`src/rtl/neopixel_frame_scheduler.sv`:
```
// neopixel_frame_scheduler
// Double-buffered WS2812 frame controller. Host writes always land in the back
// buffer. Buffers swap only at a frame start, so a displayed frame is never torn.
// The active buffer is streamed one pixel at a time through the serializer's
// valid/busy handshake. A latch gap follows the last pixel, and frames are paced
// at a fixed start-to-start period.
//
// Ports:
//   CLK, RESETN            clock, synchronous active-low reset
//   i_enable               run frames; a running frame always completes
//   i_wr_en/addr/data      back-buffer pixel write ({R,G,B}); addr >= NUM_PIXELS ignored
//   i_commit               request buffer swap at next frame start
//   i_px_busy              serializer busy
//   o_px_valid             one-cycle pixel strobe
//   o_px_r/g/b, o_px_index pixel presented with the strobe (held between strobes)
//   o_active_buf           buffer being displayed
//   o_frame_start/done     one-cycle pulses at frame start / end of latch gap
//   o_err                  sticky serializer ack timeout
module neopixel_frame_scheduler #(
    parameter int unsigned NUM_PIXELS   = 10,
    parameter int unsigned AW           = 4,
    parameter int unsigned LATCH_CYCLES = 3600,
    parameter int unsigned FRAME_CYCLES = 200000,
    parameter int unsigned ACK_TIMEOUT  = 8
) (
    input  logic          CLK,
    input  logic          RESETN,
    input  logic          i_enable,
    input  logic          i_wr_en,
    input  logic [AW-1:0] i_wr_addr,
    input  logic [23:0]   i_wr_data,
    input  logic          i_commit,
    input  logic          i_px_busy,
    output logic          o_px_valid,
    output logic [7:0]    o_px_r,
    output logic [7:0]    o_px_g,
    output logic [7:0]    o_px_b,
    output logic [AW-1:0] o_px_index,
    output logic          o_active_buf,
    output logic          o_frame_start,
    output logic          o_frame_done,
    output logic          o_err
);

    localparam int unsigned PW = (FRAME_CYCLES > 1) ? $clog2(FRAME_CYCLES) : 1;
    localparam int unsigned LW = (LATCH_CYCLES > 1) ? $clog2(LATCH_CYCLES) : 1;
    localparam int unsigned KW = (ACK_TIMEOUT > 1) ? $clog2(ACK_TIMEOUT) : 1;
    localparam logic [PW-1:0] PER_LAST = PW'(FRAME_CYCLES - 1);
    localparam logic [LW-1:0] LAT_LAST = LW'(LATCH_CYCLES - 1);
    localparam logic [KW-1:0] ACK_LAST = KW'(ACK_TIMEOUT - 1);
    localparam logic [AW-1:0] IDX_LAST = AW'(NUM_PIXELS - 1);
    localparam logic [AW:0]   NPIX     = (AW+1)'(NUM_PIXELS);

    typedef enum logic [2:0] {
        IDLE, START, LOAD, STROBE, WAIT_ACK, WAIT_DONE, LATCH, GAP
    } state_t;

    state_t        state_q, state_d;
    logic [AW-1:0] idx_q, idx_d;
    logic [KW-1:0] ack_q, ack_d;
    logic [LW-1:0] lat_q, lat_d;
    logic [PW-1:0] per_q, per_d;
    logic          active_q, active_d;
    logic          pend_q, pend_d;
    logic          valid_q, valid_d;
    logic [23:0]   px_q, px_d;
    logic [AW-1:0] pidx_q, pidx_d;
    logic          start_q, start_d;
    logic          done_q, done_d;
    logic          err_q, err_d;
    logic          pixel_done;

    // Pixel RAM: two buffers, not reset. The read is registered (one-cycle latency).
    logic [23:0] pix_mem [2][2**AW];
    logic [23:0] rd_q;

    always_ff @(posedge CLK) begin
        // active_q is the pre-swap value, so a write in the swap cycle hits the old back buffer
        if (i_wr_en && ({1'b0, i_wr_addr} < NPIX)) begin
            pix_mem[~active_q][i_wr_addr] <= i_wr_data;
        end
        if (state_q == LOAD) begin
            rd_q <= pix_mem[active_q][idx_q];
        end
    end

    always_comb begin
        state_d    = state_q;
        idx_d      = idx_q;
        ack_d      = ack_q;
        lat_d      = lat_q;
        active_d   = active_q;
        pend_d     = pend_q | i_commit;
        valid_d    = 1'b0;
        px_d       = px_q;
        pidx_d     = pidx_q;
        done_d     = 1'b0;
        err_d      = err_q;
        pixel_done = 1'b0;

        unique case (state_q)
            IDLE: if (i_enable) state_d = START;
            START: begin
                if (pend_q) begin
                    active_d = ~active_q;
                    pend_d   = i_commit;
                end
                idx_d   = '0;
                state_d = LOAD;
            end
            LOAD: state_d = STROBE;
            STROBE: begin
                if (!i_px_busy) begin
                    valid_d = 1'b1;
                    px_d    = rd_q;
                    pidx_d  = idx_q;
                    ack_d   = '0;
                    state_d = WAIT_ACK;
                end
            end
            WAIT_ACK: begin
                if (i_px_busy) begin
                    state_d = WAIT_DONE;
                end else if (ack_q == ACK_LAST) begin
                    err_d      = 1'b1;
                    pixel_done = 1'b1;
                end else begin
                    ack_d = ack_q + 1'b1;
                end
            end
            WAIT_DONE: if (!i_px_busy) pixel_done = 1'b1;
            LATCH: begin
                if (lat_q == LAT_LAST) begin
                    done_d  = 1'b1;
                    state_d = GAP;
                end else begin
                    lat_d = lat_q + 1'b1;
                end
            end
            GAP: begin
                if (!i_enable) state_d = IDLE;
                else if (per_q >= PER_LAST) state_d = START;
            end
            default: state_d = IDLE;
        endcase

        // Both a normal ack and a timeout retire the pixel here
        if (pixel_done) begin
            if (idx_q == IDX_LAST) begin
                lat_d   = '0;
                state_d = LATCH;
            end else begin
                idx_d   = idx_q + 1'b1;
                state_d = LOAD;
            end
        end

        // Counter reads 0 during the START cycle, so START-to-START is exactly FRAME_CYCLES
        per_d   = (state_d == START) ? '0 : ((per_q == PER_LAST) ? per_q : per_q + 1'b1);
        start_d = (state_d == START);
    end

    always_ff @(posedge CLK) begin
        if (!RESETN) begin
            state_q  <= IDLE;
            idx_q    <= '0;
            ack_q    <= '0;
            lat_q    <= '0;
            per_q    <= '0;
            active_q <= 1'b0;
            pend_q   <= 1'b0;
            valid_q  <= 1'b0;
            px_q     <= '0;
            pidx_q   <= '0;
            start_q  <= 1'b0;
            done_q   <= 1'b0;
            err_q    <= 1'b0;
        end else begin
            state_q  <= state_d;
            idx_q    <= idx_d;
            ack_q    <= ack_d;
            lat_q    <= lat_d;
            per_q    <= per_d;
            active_q <= active_d;
            pend_q   <= pend_d;
            valid_q  <= valid_d;
            px_q     <= px_d;
            pidx_q   <= pidx_d;
            start_q  <= start_d;
            done_q   <= done_d;
            err_q    <= err_d;
        end
    end

    assign o_px_valid    = valid_q;
    assign o_px_r        = px_q[23:16];
    assign o_px_g        = px_q[15:8];
    assign o_px_b        = px_q[7:0];
    assign o_px_index    = pidx_q;
    assign o_active_buf  = active_q;
    assign o_frame_start = start_q;
    assign o_frame_done  = done_q;
    assign o_err         = err_q;

endmodule

```
`config.mk`:
```
export PLATFORM = sky130hd
export DESIGN_NAME = neopixel_frame_scheduler
export DESIGN_NICKNAME = d
export VERILOG_FILES = /design/src/rtl/neopixel_frame_scheduler.sv
export SDC_FILE = /design/constraint.sdc
export NUM_CORES = 1
export LEC_CHECK = 0
export ABC_CLOCK_PERIOD_IN_PS = 5500
export CORE_MARGIN = 2
export CORE_UTILIZATION = 30
export CTS_CLUSTER_SIZE = 25
export DETAILED_ROUTE_END_ITERATION = 16
export HOLD_SLACK_MARGIN = 0.05
export SLEW_MARGIN = 20
export SYNTH_ARGS = -nofsm -noshare
export SYNTH_HDL_FRONTEND = slang
export SYNTH_SLANG_ARGS = --single-unit
export TNS_END_PERCENT = 20
```
`constraint.sdc`:
```
create_clock -name CLK -period 5.5 [get_ports CLK]
set_input_delay 0.55 -clock CLK [delete_from_list [all_inputs] [get_ports CLK]]
set_output_delay 0.55 -clock CLK [all_outputs]
set_load 0.005 [all_outputs]
```
==> flow_summary.ini, run 1 <==
[worst_hold_path]
hold_path_class = in -> reg

[clock_network]
cts_setup_buffers = 0
clk_pin_slew_ns = 0.06
cts.sinks = 867
cts_root_buffer = clkbuf_16
cts_tree = yes
cts_htree_levels = 3
clock_latency_ns = 0.64
cts_resized = 0
cts_buffer_depth = 3
cts_made_buffers = 90
hold_buffers = 0

[setup_path]
startpoint_type = flip-flop
crit_fanout = 15
worstSetupPathType = reg -> reg
required_ns = 5.88
crit_arrival_ns = 3.25
worst_setup_path_end_kind = flip-flop

[power]
clkPwrFrac_pct = 42.2
switchingPower_uw = 2810
powerDensity_nw_per_um2 = 353
p_seq_share_pct = 54.1
p_comb_share_pct = 3.6
switching_share_pct = 20.2
vdd_ir_drop_max_v = 0.000225
p_leak_uw = 0.0126
internal_power_uw = 11100

[route]
routed.top_layer = met5
routed_wirelength_um = 70600
num_vias = 16700
drt-met1-wl_um = 31500
wl_met3_um = 4270
postRouteAntennaNets = 0
dr_wl_met2_um = 33600
drtIter0Drc = 1509
drc = 0
drt-wirelength-per-cell_um = 19.8
via_per_inst = 4.67
firstDrtPassIters = 4

[timing]
setup_violations = 0
rsz0062_at_grt = false
hold_viol_final = 0
tightest_slew_ns = 1.03
setup_ws_ns = 2.63
period_needed_ns = 2.87
fin_setup_tns_ns = 0
post-route-period-util_pct = 52.2
maxSlewHeadroom_pct = 31.1
fin_worst_skew_ns = 0.0183
slew_violations = 0
fmax_mhz = 349

[floorplanning]
die_h_um = 335
die_w_um = 335
io_pins = 67
core-area_sq_um = 109000
rows = 121
die_area_sq_um = 112000
start_util_pct = 30.3

[yosys]
postSynthRegisterBits = 867
netlist_area_sq_um = 32900
ys_types = 57
synth_top_flop_cell = edfxtp_1
async_flop_share_pct = 0
syn_inst = 1680
synth_seq_area_share_pct = 76.8
avgSynthCellArea_sq_um = 19.6
synth_edf_count = 792
yosys_warnings = 0

[global_routing]
grt_use_total_pct = 12.6
grt_max_degree = 62
antenna_found_initial = 5
grt_pass1_vias = 17200
grt_first_pass_wirelength_um = 106000
grt_overflow_total = 0

[finish]
final_nets = 2122
fin_area_sq_um = 39300
area_growth_syn_to_layout_pct = 19.3
layout_commonest_cell = edfxtp_1
mostFrequentLayoutCells = edfxtp_1, conb_1, mux4_2
insertedDiodeCount = 0
final-instance-count-excl-fill = 3567
drive_gt1_share_pct = 17.9
fin_util_pct = 36.1

[place]
placed_cells = 3404
port_buffers = 66
dp_hpwl_um = 42800
gp_congestion = 0.759
place_ws_ns = 2.15
place_area_sq_um = 36500

[outcome]
status = completed

[flow_run]
drv_cap = 0
cells by family (layout without fill, tap and decap cells):
family / Yosys count / after routing / synth area share [%]
adders and majority gates: 6 / 6 / 0.228
xor gates and xnor gates: 22 / 22 / 0.585
other: 1 / 288 / 0.0114
DFF: 867 / 867 / 76.8
AOI/OAI and AO/OA: 188 / 188 / 4.03
muxes: 208 / 208 / 12.6
buffers and inverters: 95 / 281 / 1.26
and+or+nand+nor: 293 / 293 / 4.49
layout make-up:
| type | count | area, sq um |
|---|---|---|
| fill | 10100 | 69600 |
| sequential | 867 | 25300 |
| multi-input combinational | 1005 | 8380 |
| clock buffer | 119 | 2450 |
| tap | 1414 | 1770 |
| timing repair buffer | 112 | 963 |
| clock inverter | 44 | 398 |
| inverter | 6 | 22.5 |
path summary, 6_finish.rpt:
path / cells after the start / start / slack (ns) / end
max: 4 / idx_q[3]$_SDFF_PN0_ / 2.63 / rd_q[20]$_DFFE_PP_
min: 1 / i_wr_data[14] / 0.42 / pix_mem[1][134]$_DFFE_PP_
max reg2reg: 4 / idx_q[3]$_SDFF_PN0_ / 2.63 / rd_q[20]$_DFFE_PP_
min reg2reg: 2 / px_q[19]$_SDFFE_PN0P_ / 0.47 / px_q[19]$_SDFFE_PN0P_
cells in the mapped netlist (all sizes together) (2+ instances only):
cell type,instances,area (sq um)
a31oi,2,18.8
a22oi,52,390
mux4,166,3740
nand3b,2,15.0
clkbuf,50,188
nor4,11,68.8
xor2,15,131
nand2,84,318
or3,4,25.0
or3b,2,17.5
mux2i,41,410
xnor2,7,61.3
nand4b,3,26.3
nor3,14,75.1
inv,6,22.5
and2,3,18.8
nand2b,5,31.3
o21a,3,22.5
nand3,30,150
nor2b,26,163
ha,6,75.1
edfxtp,792,23800
nand4,23,144
buf,39,205
dfxtp,75,1500
o21ai,10,50.1
a211oi,15,113
o22ai,44,275
a21boi,31,233
nor4b,2,17.5
and3,13,81.3
or2,3,18.8
and3b,2,17.5
a21oi,22,110
nor3b,5,37.5
nor2,57,214
per-stage QoR:
stage / total power, uW / hold slack [ns]
2_1_floorplan: 7940 / 0.459
3_3_place_gp: 8140 / 0.460
3_5_place_dp: 8170 / 0.463
4_1_cts: 14000 / 0.471
5_1_grt: 14400 / 0.426
6_report: 13900 / 0.421
critical path, cell delays in order, from the launching register on:
cell and delay [ns]:
dfxtp_1 0.59, nor2b_2 0.87, nand2_1 0.61, o22ai_1 0.43, nor4_1 0.10
per-layer routing:
layer | track usage, % | vias to the layer above
li1 | - | 7417
met1 | 17.6 | 8688
met2 | 20.1 | 455
met3 | 2.41 | 98
met4 | 3.01 | 2
met5 | 0 | -
state kept, by name, summed over array words and instances (netlist names), named ones only:
name and count:
state_q 3, pix_mem 768, px_q 24, o_err 1, ack_q 3, o_px_index 4, rd_q 24, lat_q 12
o_frame_start 1, o_frame_done 1, o_active_buf 1, pend_q 1, idx_q 4, per_q 18, o_px_valid 1
power groups by stage:
| stage | combinational (uW) | clock, uW | sequential, uW |
|---|---|---|---|
| 3_5_place_dp | 515 | 0 | 7660 |
| 2_1_floorplan | 336 | 0 | 7610 |
| 5_1_grt | 562 | 6260 | 7530 |
| 3_3_place_gp | 502 | 0 | 7640 |
| 6_report | 506 | 5860 | 7510 |
| 4_1_cts | 516 | 6000 | 7520 |
(Power assumes the default switching activity.)
==> inputs of run 2 (changes only) <==
--- a/config.mk
+++ b/config.mk
@@ -5,7 +5,7 @@
 export SDC_FILE = /design/constraint.sdc
 export NUM_CORES = 1
 export LEC_CHECK = 0
-export ABC_CLOCK_PERIOD_IN_PS = 5500
+export ABC_CLOCK_PERIOD_IN_PS = 2500
 export CORE_MARGIN = 2
 export CORE_UTILIZATION = 30
 export CTS_CLUSTER_SIZE = 25
==> constraint.sdc (replaced) <==
create_clock -name CLK -period 2.5 [get_ports CLK]
set_input_delay 0.25 -clock CLK [delete_from_list [all_inputs] [get_ports CLK]]
set_output_delay 0.25 -clock CLK [all_outputs]
set_load 0.005 [all_outputs]
==> flow_summary.ini, run 2 (synthesis gave the netlist of run 1 again) <==
[outcome]
status = completed

[finish]
mostFrequentLayoutCells = edfxtp_1, conb_1, mux4_2
reg_top3 = pix_mem x768, px_q x24, rd_q x24
largest_reg_flops = 768
fin_util_pct = 36.9
regArea_sq_um = 25300
multi_input_area_sq_um = 8390
layout_commonest_cell = edfxtp_1
area_growth_syn_to_layout_pct = 22.0
drive_gt1_share_pct = 19.7
final_nets = 2183
insertedDiodeCount = 0
fillers = 9916
largest-register = pix_mem

[timing]
fin_worst_skew_ns = 0.0489
setup_violations = 0
fmax_mhz = 419
rsz0062_at_grt = false
maxSlewHeadroom_pct = 27.9
period_needed_ns = 2.39
tightest_slew_ns = 1.08
post-route-period-util_pct = 95.4
hold_ws_ns = 0.134
slew_violations = 0
hold_viol_final = 0

[global_routing]
grt_overflow_total = 0
grt_use_total_pct = 12.9
antenna_found_initial = 4
grt_max_degree = 54
grt_pass1_vias = 17500
grt_first_pass_wirelength_um = 108000

[clock_network]
cts.sinks = 867
cts_tree = yes
cts_root_buffer = clkbuf_16
hold_buffers = 0
cts_made_buffers = 92
clk_pin_slew_ns = 0.06
clock_latency_ns = 0.67
cts_htree_levels = 3
cts_buffer_depth = 3
cts_setup_buffers = 0
cts_resized = 0

[setup_path]
worstSetupPathType = reg -> reg
rr_endpoint = rd_q[2]$_DFFE_PP_
worst_setup_path_end_kind = flip-flop
crit_arrival_ns = 2.78
crit_fanout = 16
r2r_setup_slack_ns = 0.11
required_ns = 2.89
startpoint_type = flip-flop
worst_r2r_path_depth = 6

[route]
drt-wirelength-per-cell_um = 20.2
routed_wirelength_um = 73100
drc = 0
drtIter0Drc = 1799
via_per_inst = 4.69
postRouteAntennaNets = 0
num_vias = 17000
firstDrtPassIters = 7

[worst_hold_path]
hold_path_class = in -> reg
whs_endpoint = o_frame_done$_SDFF_PN0_
worst_hold_startpoint = RESETN
holdPathStages = 3

[power]
vdd_ir_drop_max_v = 0.000508
p_leak_uw = 0.0130
powerDensity_nw_per_um2 = 773

[place]
gp_congestion = 0.796
port_buffers = 66
dp_hpwl_um = 45900

[floorplanning]
start_util_pct = 30.3
io_pins = 67
die_w_um = 335
rows = 121
die_h_um = 335
die_area_sq_um = 112000
core-area_sq_um = 109000

[flow_run]
drv_cap = 0
[run 2: how the worst max path moves through the flow]
| stage | endpoint | from | slack (ns) | cells past startpoint |
|---|---|---|---|---|
| 3_5_place_dp | rd_q[2]$_DFFE_PP_ | flip-flop | 0.15 | 6 |
| 4_1_cts | rd_q[2]$_DFFE_PP_ | flip-flop | 0.11 | 6 |
| 2_1_floorplan | pix_mem[1][168]$_DFFE_PP_ | i_wr_addr[1] | -0.50 | 3 |
| 5_1_grt | rd_q[2]$_DFFE_PP_ | flip-flop | 0.04 | 6 |
| 6_report | rd_q[2]$_DFFE_PP_ | flip-flop | 0.11 | 6 |
| 3_3_place_gp | rd_q[2]$_DFFE_PP_ | flip-flop | 0.20 | 6 |
[run 2: layout make-up]
type / count / share of cell area (%)
clock buffers: 126 / 6.20
inverters: 6 / 0.0561
clock inverters: 39 / 1.16
flip-flops and latches: 867 / 63.0
multi-input cells: 1005 / 20.9
repair buffers: 171 / 4.34
well taps: 1414 / 4.40
[run 2: per-layer routing]
layer | vias to the layer above | wire length (um) | GRT usage (%)
met4 | 0 | 1640 | 3.66
met1 | 8851 | 31800 | 17.6
met5 | - | 0 | 0
li1 | 7522 | - | -
met3 | 108 | 5390 | 2.95
met2 | 531 | 34300 | 20.8
[run 2: power breakdown]
part	internal, uW	switching [uW]
Clock	7650	5600
Combinational	552	738
Sequential	16400	161
Total	24600	6500
[run 2: metrics by stage]
stage | setup WS [ns] | std cells | area (sq um) | total power (uW) | TNS [ns]
2_1_floorplan | -0.498 | 1967 | 34000 | 17500 | -36.46
3_3_place_gp | 0.195 | 3463 | 37200 | 18100 | 0
3_5_place_dp | 0.151 | 3463 | 37200 | 18100 | 0
4_1_cts | 0.114 | 3628 | 40200 | 31400 | 0
5_1_grt | 0.0444 | 3628 | 40200 | 32100 | 0
6_report | 0.114 | 3628 | 40200 | 31100 | 0
[run 2: worst max-delay path, cell delays in order, from the launching register on]
cell     delay [ns]
dfxtp_4        0.44
buf_12         0.22
buf_12         0.20
mux4_2         0.54
o22ai_1        0.44
buf_4          0.20
nor4_1         0.04
